==> config.mk <==
export PLATFORM = sky130hd
export DESIGN_NAME = bank_serial_ctrl
export DESIGN_NICKNAME = d
export VERILOG_FILES = /design/src/rtl/bank_serial_ctrl.sv
export SDC_FILE = /design/constraint.sdc
export NUM_CORES = 1
export LEC_CHECK = 0
export CORE_MARGIN = 2
export CORE_UTILIZATION = 40
export CTS_CLUSTER_DIAMETER = 120
export DETAILED_ROUTE_END_ITERATION = 10
export GPL_ROUTABILITY_DRIVEN = 1
export MAX_ROUTING_LAYER = met4
export PLACE_DENSITY_LB_ADDON = 0.25
export SETUP_SLACK_MARGIN = 0.4
export SLEW_MARGIN = 20
export SYNTH_ARGS = -nofsm -noshare
export SYNTH_HDL_FRONTEND = slang
export SYNTH_SLANG_ARGS = --single-unit
==> constraint.sdc <==
create_clock -name vsi_clk -period 4.7 [get_ports vsi_clk]
set_input_delay 0.94 -clock vsi_clk [delete_from_list [all_inputs] [get_ports vsi_clk]]
set_output_delay 0.94 -clock vsi_clk [all_outputs]
set_load 0.03 [all_outputs]
==> src/rtl/bank_serial_ctrl.sv <==
// Serial command front-end for the 128x128 two-port SRAM bank: deserialises chip-select framed commands.
// Write strobe lands 136 cycles after frame start; read data streams out from frame start + 9 + RD_LAT; no backpressure, frames are paced by the host.
module bank_serial_ctrl #(
    parameter int ADDR_W = 7,
    parameter int DATA_W = 128,
    parameter int RD_LAT = 1
) (
    input  logic              vsi_clk,
    input  logic              vsi_reset_n,
    input  logic              vsi_inputData,
    input  logic              vsi_chipSelect,
    output logic              vsi_outputData,
    output logic              wr_en,
    output logic [ADDR_W-1:0] wr_addr,
    output logic [DATA_W-1:0] wr_data,
    output logic [DATA_W-1:0] wr_mask,
    output logic              rd_en,
    output logic [ADDR_W-1:0] rd_addr,
    input  logic [DATA_W-1:0] rd_data,
    output logic              frame_err
);

    typedef enum logic [2:0] {IDLE, HDR, WDATA, WRITE, RREQ, RWAIT, ROUT, DONE} state_t;

    localparam logic [7:0] HDR_LAST   = 8'(ADDR_W);
    localparam logic [7:0] WDATA_LAST = 8'(ADDR_W + DATA_W);
    localparam logic [7:0] OUT_LAST   = 8'(DATA_W - 1);
    localparam logic [7:0] WAIT_LAST  = 8'(RD_LAT);

    state_t              state, nextState;
    logic                abort;
    logic [7:0]          cnt;
    logic                opReg;
    logic [ADDR_W-1:0]   addrReg;
    logic [DATA_W-1:0]   dataReg;
    logic [DATA_W-1:0]   outShift;
    logic                outBit;
    logic                frameErr;

    always_ff @(posedge vsi_clk or negedge vsi_reset_n) begin
        if (!vsi_reset_n) state <= IDLE;
        else              state <= nextState;
    end

    always_comb begin
        nextState = state;
        abort     = 1'b0;
        case (state)
            IDLE:  if (vsi_chipSelect) nextState = HDR;
            HDR:   if (!vsi_chipSelect) abort = 1'b1;
                   else if (cnt == HDR_LAST) nextState = opReg ? WDATA : RREQ;
            WDATA: if (!vsi_chipSelect) abort = 1'b1;
                   else if (cnt == WDATA_LAST) nextState = WRITE;
            // The write is already committed; a low chip-select here still counts as the inter-frame gap.
            WRITE: nextState = vsi_chipSelect ? DONE : IDLE;
            RREQ:  if (!vsi_chipSelect) abort = 1'b1;
                   else nextState = RWAIT;
            RWAIT: if (!vsi_chipSelect) abort = 1'b1;
                   else if (cnt == WAIT_LAST) nextState = ROUT;
            ROUT:  if (!vsi_chipSelect) abort = 1'b1;
                   else if (cnt == OUT_LAST) nextState = DONE;
            DONE:  if (!vsi_chipSelect) nextState = IDLE;
            default: nextState = IDLE;
        endcase
        if (abort) nextState = IDLE;
    end

    always_ff @(posedge vsi_clk or negedge vsi_reset_n) begin
        if (!vsi_reset_n) begin
            cnt      <= '0;
            opReg    <= 1'b0;
            addrReg  <= '0;
            dataReg  <= '0;
            outShift <= '0;
            outBit   <= 1'b0;
            frameErr <= 1'b0;
        end else begin
            frameErr <= abort;
            case (state)
                IDLE: if (vsi_chipSelect) begin
                    opReg <= vsi_inputData;
                    cnt   <= 8'd1;
                end
                HDR: if (vsi_chipSelect) begin
                    addrReg <= {addrReg[ADDR_W-2:0], vsi_inputData};
                    cnt     <= cnt + 8'd1;
                end
                WDATA: if (vsi_chipSelect) begin
                    dataReg <= {dataReg[DATA_W-2:0], vsi_inputData};
                    cnt     <= cnt + 8'd1;
                end
                RREQ: cnt <= 8'd1;
                RWAIT: begin
                    if (cnt == WAIT_LAST) begin
                        outBit   <= rd_data[DATA_W-1];
                        outShift <= {rd_data[DATA_W-2:0], 1'b0};
                        cnt      <= '0;
                    end else begin
                        cnt <= cnt + 8'd1;
                    end
                end
                ROUT: begin
                    outBit   <= (cnt == OUT_LAST) ? 1'b0 : outShift[DATA_W-1];
                    outShift <= {outShift[DATA_W-2:0], 1'b0};
                    cnt      <= cnt + 8'd1;
                end
                default: ;
            endcase
            // Aborted reads discard whatever was captured or in flight.
            if (abort) outBit <= 1'b0;
        end
    end

    assign wr_en          = (state == WRITE);
    assign wr_mask        = {DATA_W{wr_en}};
    assign wr_addr        = wr_en ? addrReg : '0;
    assign wr_data        = wr_en ? dataReg : '0;
    assign rd_en          = (state == RREQ);
    assign rd_addr        = rd_en ? addrReg : '0;
    assign vsi_outputData = outBit;
    assign frame_err      = frameErr;

endmodule

### After elaboration in Yosys (flattened, before gate mapping)

Index checks and enable logic that the tools add are counted.

| word-level totals | value |
|---|---|
| flip-flop bits (word level) | 277 |
| input bits | 132 |
| output and inout port bits | 274 |
| logic and storage cells | 77 |

| cells by class | value |
|---|---|
| $add $sub $neg | 1 |
| eq/ne operators | 25 |
| mux-type cells | 30 |
| reduce and logical (&&, ||, !) cells | 13 |

Operator list:

| kind | number |
|---|---|
| $mux 128 | 2 |
| $pmux 128 s2 | 1 |
| $mux 3 | 14 |
| $pmux 8 s5 | 1 |
| $ne 3x3->1 const B | 10 |
| $mux 8 | 3 |
| $pmux 3 s8 | 1 |
| $mux 7 | 2 |
| $eq 3x3->1 const B | 4 |
| $reduce_and 11->1 | 1 |
| $reduce_and 2->1 | 5 |
| $add 8x1->8 const B | 1 |
| $eq 8x1->1 const B | 1 |
| $eq 8x3->1 const B | 1 |
| $eq 8x7->1 const B | 1 |
| $eq 8x8->1 const B | 1 |
| $eq 3x2->1 const B | 2 |
| $mux 1 | 5 |
| $reduce_bool 5->1 | 1 |
| $reduce_or 5->1 | 1 |
| $ne 2x2->1 const B | 2 |
| $eq 3x1->1 const B | 1 |
| $logic_not 3->1 | 1 |
| $ne 3x2->1 const B | 1 |
| other kinds (6) | 6 |

### Depth between registers and ports, before layout

Gate-level depths: netlist of the first run.

| depth | value |
|---|---|
| depth after elaboration | 5 |
| depth in mapped cells | 10 |
| depth with buffers taken out | 7 |

### Worst setup path before layout of the first run

Ideal clock, no wire load.

| path | value |
|---|---|
| path kind | register to output |
| from | register state[1] |
| to | output port wr_data[118] |
| data arrival time | 4.597 ns |
| required time | 3.760 ns |
| setup slack | -0.837 ns |
| stages on the path, launching flop included | 6 |
| buffers on the path | 2 |
| cell sequence | dfrtp_1 > clkbuf_1 > nand2_1 > nor2_1 > clkbuf_1 > and2_1 |

| between the ends | value |
|---|---|
| longest elaborated chain between the ends | 2 |

RTL lines:

| item | RTL line | text |
|---|---|---|
| start: declaration | 30 | `state_t state, nextState;` |
| start signal: assignment | 42 | `else state <= nextState;` |
| $eq 3x2->1 | 114 | `assign wr_en = (state == WRITE);` |
| net wr_en | 13 | `output logic wr_en,` |
| $mux 128 | 117 | `assign wr_data = wr_en ? dataReg : '0;` |
| end: declaration | 15 | `output logic [DATA_W-1:0] wr_data,` |

The timed path passes the listed nets, and every way through them passes these cells.

### Worst setup path after layout of the first run

| path | value |
|---|---|
| from | register state[0] |
| to | output port wr_data[61] |

| between the ends | value |
|---|---|
| longest elaborated chain between the ends | 2 |

RTL lines:

| item | RTL line |
|---|---|
| $eq 3x2->1 | 114 |
| $mux 128 | 117 |

Every way passes these cells.

==> results.yml, run 1 <==
outcome:
  status: "finished clean"
yosys:
  synth_area_um2: 13570
  synth_common_cells: "dfrtp_1 (276), nand2_1 (138), and2_1 (137)"
  yosys-top-cells-area: "dfrtp_1 (51%), mux2_2 (11%), mux2i_1 (9.3%), buf_4 (7.3%), and2_1 (6.3%)"
  synth_flop_cell: "dfrtp_1"
  syn_nets: 1361
  ys_warn_count: 0
  async_flop_share: 1.000
  ys_seq_elements: 276
  yosysTopAreaCellShare: 0.5091
  syn_inst: 1227
  ys_types: 35
  yosys.area.top_type: "dfrtp_1"
  synth_edf_count: 0
  synth.most_common_cell: "dfrtp_1"
  synth.avg_cell_area_um2: 11.06
  yosysSeqAreaShare: 0.5091
sta:
  max_freq_ghz: 0.2468
  skew_ps: 17.11
  hold_violations: 0
  fin_crit_sh: 0.8621
  rsz0062_at_grt: "false"
  tightest_slew_ps: 920.7
  finalSetupViolCount: 0
  slew_viol_final: 0
  period_needed_ps: 4052
  tns_ps: 0
  slew_headroom: 0.3862
placed_design:
  gp_congestion: 0.7615
  numPortBuffers: 405
  hpwl_mm: 20.11
  place_inst: 1885
floorplan:
  rows: 67
  core_um2: 33450
  io_pins: 406
  start_util: 0.4056
  die_height_um: 188.2
  die_w_um: 188.2
  fp.dieArea_um2: 35410
global_routing:
  overflow: 0
  grt_max_degree: 255
  grt_pass1_wl_mm: 49.43
  antenna_found_initial: 0
  busiest_layer: "met1"
  use_met1: 0.2494
  grt_pass1_vias: 9029
  met2_usage: 0.2469
  met3_usage: 0.04754
  grt_use_total: 0.1744
cells_and_area:
  area_delta_synth_final_pct: 32.80
  fin_cells: 1940
  final_nets: 1604
  multi_input_area_um2: 5350
  insertedDiodeCount: 0
  regArea_um2: 6907
  nFillCells: 2904
  drive_above_1_share: 0.1361
drt:
  first_pass_iters: 4
  drc: 0
  vias: 9114
  wire_per_inst_um: 15.91
  wl_mm: 30.86
  vias_per_cell: 4.698
  ant_nets: 0
  drtIter0Drc: 542
clock_tree:
  htree_levels: 1
  clk_path_buf_depth: 3
  cts-root-buf: "clkbuf_16"
  cts_buffers: 30
  tritoncts: "built"
  clkLatencyLatePin_ps: 550
  postCtsSetupBuffers: 0
  cts_num_sinks: 276
  clk_pin_slew_ps: 60
worst_setup_path:
  crit_path_end_kind: "output port"
  required_ps: 3760
  crit_arrival_ps: 3110
  r2r-start: "state[1]"
  crit_start: "state[0]"
  path_max_fanout: 78
  critPathLaunchType: "flop"
  path_class: "flop to output port"
pwr:
  ir_worst_vdd_v: 0.0002891
  pwr_density_cell_nw_per_um2: 464.9
  p_leak_uw: 0.008781
run:
  cap_viol_max_count: 0
worst_hold_path:
  hp-class: "input port to asynchronous set/reset pin"
## cells in the final DEF (no fill, tap or decap), types with 2 or more instances in the layout
cell type	count
dfrtp_1	276
nor2_1	14
a21oi_1	5
a211oi_1	2
and2_1	137
nor3_1	5
nand4_1	3
inv_1	2
nor2b_1	3
buf_4	4
ha_1	2
clkbuf_8	8
nand2b_1	3
clkbuf_16	31
mux2i_1	126
buf_12	5
nand3_1	4
xor2_1	4
clkinv_2	2
clkbuf_1	10
o21ai_0	122
or3_1	2
clkdlybuf4s50_1	404
nor3_2	2
and3_1	8
nand2_1	137
mux2_1	3
o21ai_1	13
a221oi_2	2
mux2_2	136
buf_6	2
## layer usage
| layer | share of wire | wire, µm |
|---|---|---|
| met1 | 0.48 | 14780 |
| met4 | 0.017 | 510 |
| met5 | 0 | 0 |
| met3 | 0.080 | 2479 |
| met2 | 0.42 | 13090 |
## final timing paths
check | to | depth (start not counted) | slack, ps
setup / recovery | wr_data[61] | 5 | 650
min in group vsi_clk | outShift[58] | 2 | 480
setup reg to reg | state[2] | 5 | 1810
hold / removal | outShift[112] | 1 | 480
max in group asynchronous | dataReg[46] | 2 | 3260
hold reg to reg | outShift[58] | 2 | 480
## sequential cells by signal (all words and copies together) (netlist names)
signal and count:
addrReg 7, cnt 8, dataReg 128, frame_err 1, opReg 1, outShift 127, state 3, vsi_outputData 1
## final cells by class
cell class | instances | area share
flip-flops and latches | 276 | 0.3834
multi-input cells | 744 | 0.2970
repair buffers | 416 | 0.2338
clock buffers | 49 | 0.05125
well taps | 448 | 0.03111
clock inverters | 5 | 0.003125
inverters | 2 | 0.0004167
## through the flow
stage                 util  instance area, µm²  setup slack, ps  hold slack [ps]  total power, µW
floorplan                -               13570            789.4            448.0             5483
global placement    0.5089               17020             1153            461.5             6043
detailed placement  0.5089               17020             1021            468.9             6123
CTS                 0.5383               18010            481.3            481.8             8498
global route        0.5386               18020            388.0            501.8             8937
finish              0.5386               18020            648.0            476.7             8376
## kinds of logic (layout without fill, tap and decap cells)
kind of cell,after synthesis,count (layout),synth area share
muxes,265,265,0.2083
AOI/OAI and AO/OA,148,148,0.05690
adders and majority gates,2,2,0.001844
DFF,276,276,0.5091
and+or+nand+nor,324,325,0.1219
xor gates and xnor gates,4,4,0.002582
buffers and inverters,208,472,0.09933
## report_power, final
| part | internal [µW] | switching, µW |
|---|---|---|
| Sequential | 3020 | 394 |
| Clock | 1390 | 933 |
| Combinational | 1110 | 1540 |
| Total | 5510 | 2860 |
## worst max-delay path: stages (launching register included)
cell,delay (ps)
dfrtp_1,630
nand2_1,240
nor2_4,380
buf_6,400
and2_1,200
clkdlybuf4s50_1,680
## repair_timing
action / 4_1_cts / 5_1_grt
endpoints found under the setup margin: 1 / 18
hold buffers: 0 / 0
hold endpoints to repair: 0 / 0
pin swaps: 0 / 1
gates resized for setup: 1 / 1
cloned: 0 / 1
(Power assumes the default switching activity.)
==> inputs of run 2 (changes only) <==
--- a/config.mk
+++ b/config.mk
@@ -12,7 +12,6 @@
 export GPL_ROUTABILITY_DRIVEN = 1
 export MAX_ROUTING_LAYER = met4
 export PLACE_DENSITY_LB_ADDON = 0.25
-export SETUP_SLACK_MARGIN = 0.4
 export SLEW_MARGIN = 20
 export SYNTH_ARGS = -nofsm -noshare
 export SYNTH_HDL_FRONTEND = slang
==> run 2 against run 1 <==
  * Sequential power about the same
  * Fmax is 4.4% lower
  * Clock power is essentially flat
  * Sequential cell count unchanged
  * Cell area about the same
  * First-iteration DRC count up 4.1%
  * Non-clock buffer count did not move
  * Utilization is essentially flat
  * Die area unchanged
  * Clock skew shrank 0.64 ps
  * Critical path type unchanged
  * Largest cell class unchanged
  * Largest power group unchanged
  * Highest routed layer unchanged
==> results.yml, run 2 (synthesis gave the netlist of run 1 again) <==
outcome:
  status: "finished clean"
floorplan:
  core_um2: 33450
  rows: 67
  die_w_um: 188.2
  die_height_um: 188.2
  fp.dieArea_um2: 35410
  io_pins: 406
  start_util: 0.4056
pwr:
  pwr_density_cell_nw_per_um2: 465.1
  ir_worst_vdd_v: 0.0002883
  p_leak_uw: 0.008778
worst_setup_path:
  path_max_fanout: 78
  critPathLaunchType: "flop"
  required_ps: 3760
  crit_path_end_kind: "output port"
  crit_arrival_ps: 3300
  path_class: "flop to output port"
drt:
  first_pass_iters: 4
  vias: 9081
  vias_per_cell: 4.683
  drtIter0Drc: 564
  wl_mm: 30.87
  drc: 0
  wire_per_inst_um: 15.92
  ant_nets: 0
sta:
  slew_viol_final: 0
  tightest_slew_ps: 933.8
  max_freq_ghz: 0.2358
  slew_headroom: 0.3775
  tns_ps: 0
  finalSetupViolCount: 0
  fin_crit_sh: 0.9023
  hold_violations: 0
  skew_ps: 16.47
  rsz0062_at_grt: "false"
  period_needed_ps: 4241
clock_tree:
  cts_buffers: 30
  clk_path_buf_depth: 3
  htree_levels: 1
  cts_num_sinks: 276
  post_cts_resized: 0
  holdBufCountCts: 0
  postCtsSetupBuffers: 0
  cts-root-buf: "clkbuf_16"
  clk_pin_slew_ps: 60
  tritoncts: "built"
  clkLatencyLatePin_ps: 550
cells_and_area:
  drive_above_1_share: 0.1355
  top_regs: "dataReg x128, outShift x127, cnt x8"
  area_delta_synth_final_pct: 32.69
  largest_reg_flops: 128
  insertedDiodeCount: 0
  largest_register: "dataReg"
  regArea_um2: 6907
  layout_common_cells: "clkdlybuf4s50_1 (404), dfrtp_1 (276), nand2_1 (137), and2_1 (137), mux2_2 (136)"
  fin_util: 0.5382
  final_common_cell: "clkdlybuf4s50_1"
  nFillCells: 2906
  fin_cells: 1939
  final_nets: 1603
  multi_input_area_um2: 5344
placed_design:
  numPortBuffers: 405
  place_inst: 1885
  gp_congestion: 0.7615
  hpwl_mm: 20.11
global_routing:
  antenna_found_initial: 0
  grt_use_total: 0.1744
  grt_max_degree: 255
  overflow: 0
  grt_pass1_wl_mm: 49.42
  grt_pass1_vias: 9029
run:
  cap_viol_max_count: 0
worst_hold_path:
  hp-class: "input port to asynchronous set/reset pin"
## run 2: area by class of cell
cell class	count	area share
multi-input cells	743	0.2968
well taps	448	0.03114
repair buffers	416	0.2335
flip-flops and latches	276	0.3837
clock buffers	49	0.05129
inverters	2	0.0004170
clock inverters	5	0.003128
## run 2: final timing paths
kind / from / to / slack [ps] / cells past startpoint
max: state[0] / wr_data[61] / 460 / 5
min: vsi_reset_n / outShift[112] / 460 / 1
max reg2reg: state[1] / state[2] / 1820 / 5
min reg2reg: outShift[58] / outShift[58] / 480 / 2
max in group asynchronous: vsi_reset_n / outShift[90] / 3250 / 2
min in group vsi_clk: outShift[58] / outShift[58] / 480 / 2
## run 2: power breakdown
group	total, µW	internal [µW]	switching (µW)
clock network	2320	1390	936
logic	2640	1100	1530
registers	3420	3020	394
## run 2: stage by stage
step,setup slack (ps),total power (µW),instance area (µm²),hold slack (ps)
floorplan,789.4,5483,13570,448.0
global placement,1153,6043,17020,461.5
detailed placement,1021,6123,17020,468.9
CTS,397.9,8496,18000,481.8
global route,197.2,8928,18000,501.8
finish,459.4,8373,18000,456.1
## run 2: worst max-delay path, stage by stage, from the launching register on
cell and delay, ps:
dfrtp_1 640, nand2_1 170, nor2_4 450, buf_4 560, and2_1 220, clkdlybuf4s50_1 680
## run 2: per-layer routing
metal	share of wire	GRT usage	up-vias
li1	-	-	4480
met1	0.48	0.2493	4327
met2	0.42	0.2469	237
met3	0.077	0.04754	37
met4	0.017	0.03755	0
met5	0	-	-
==> inputs of run 3 (changes only) <==
--- a/config.mk
+++ b/config.mk
@@ -5,6 +5,7 @@
 export SDC_FILE = /design/constraint.sdc
 export NUM_CORES = 1
 export LEC_CHECK = 0
+export CAP_MARGIN = 5
 export CORE_MARGIN = 2
 export CORE_UTILIZATION = 40
 export CTS_CLUSTER_DIAMETER = 120
==> results of run 3 <==
No change in the layout: final DEF, timing and power equal those of run 2.
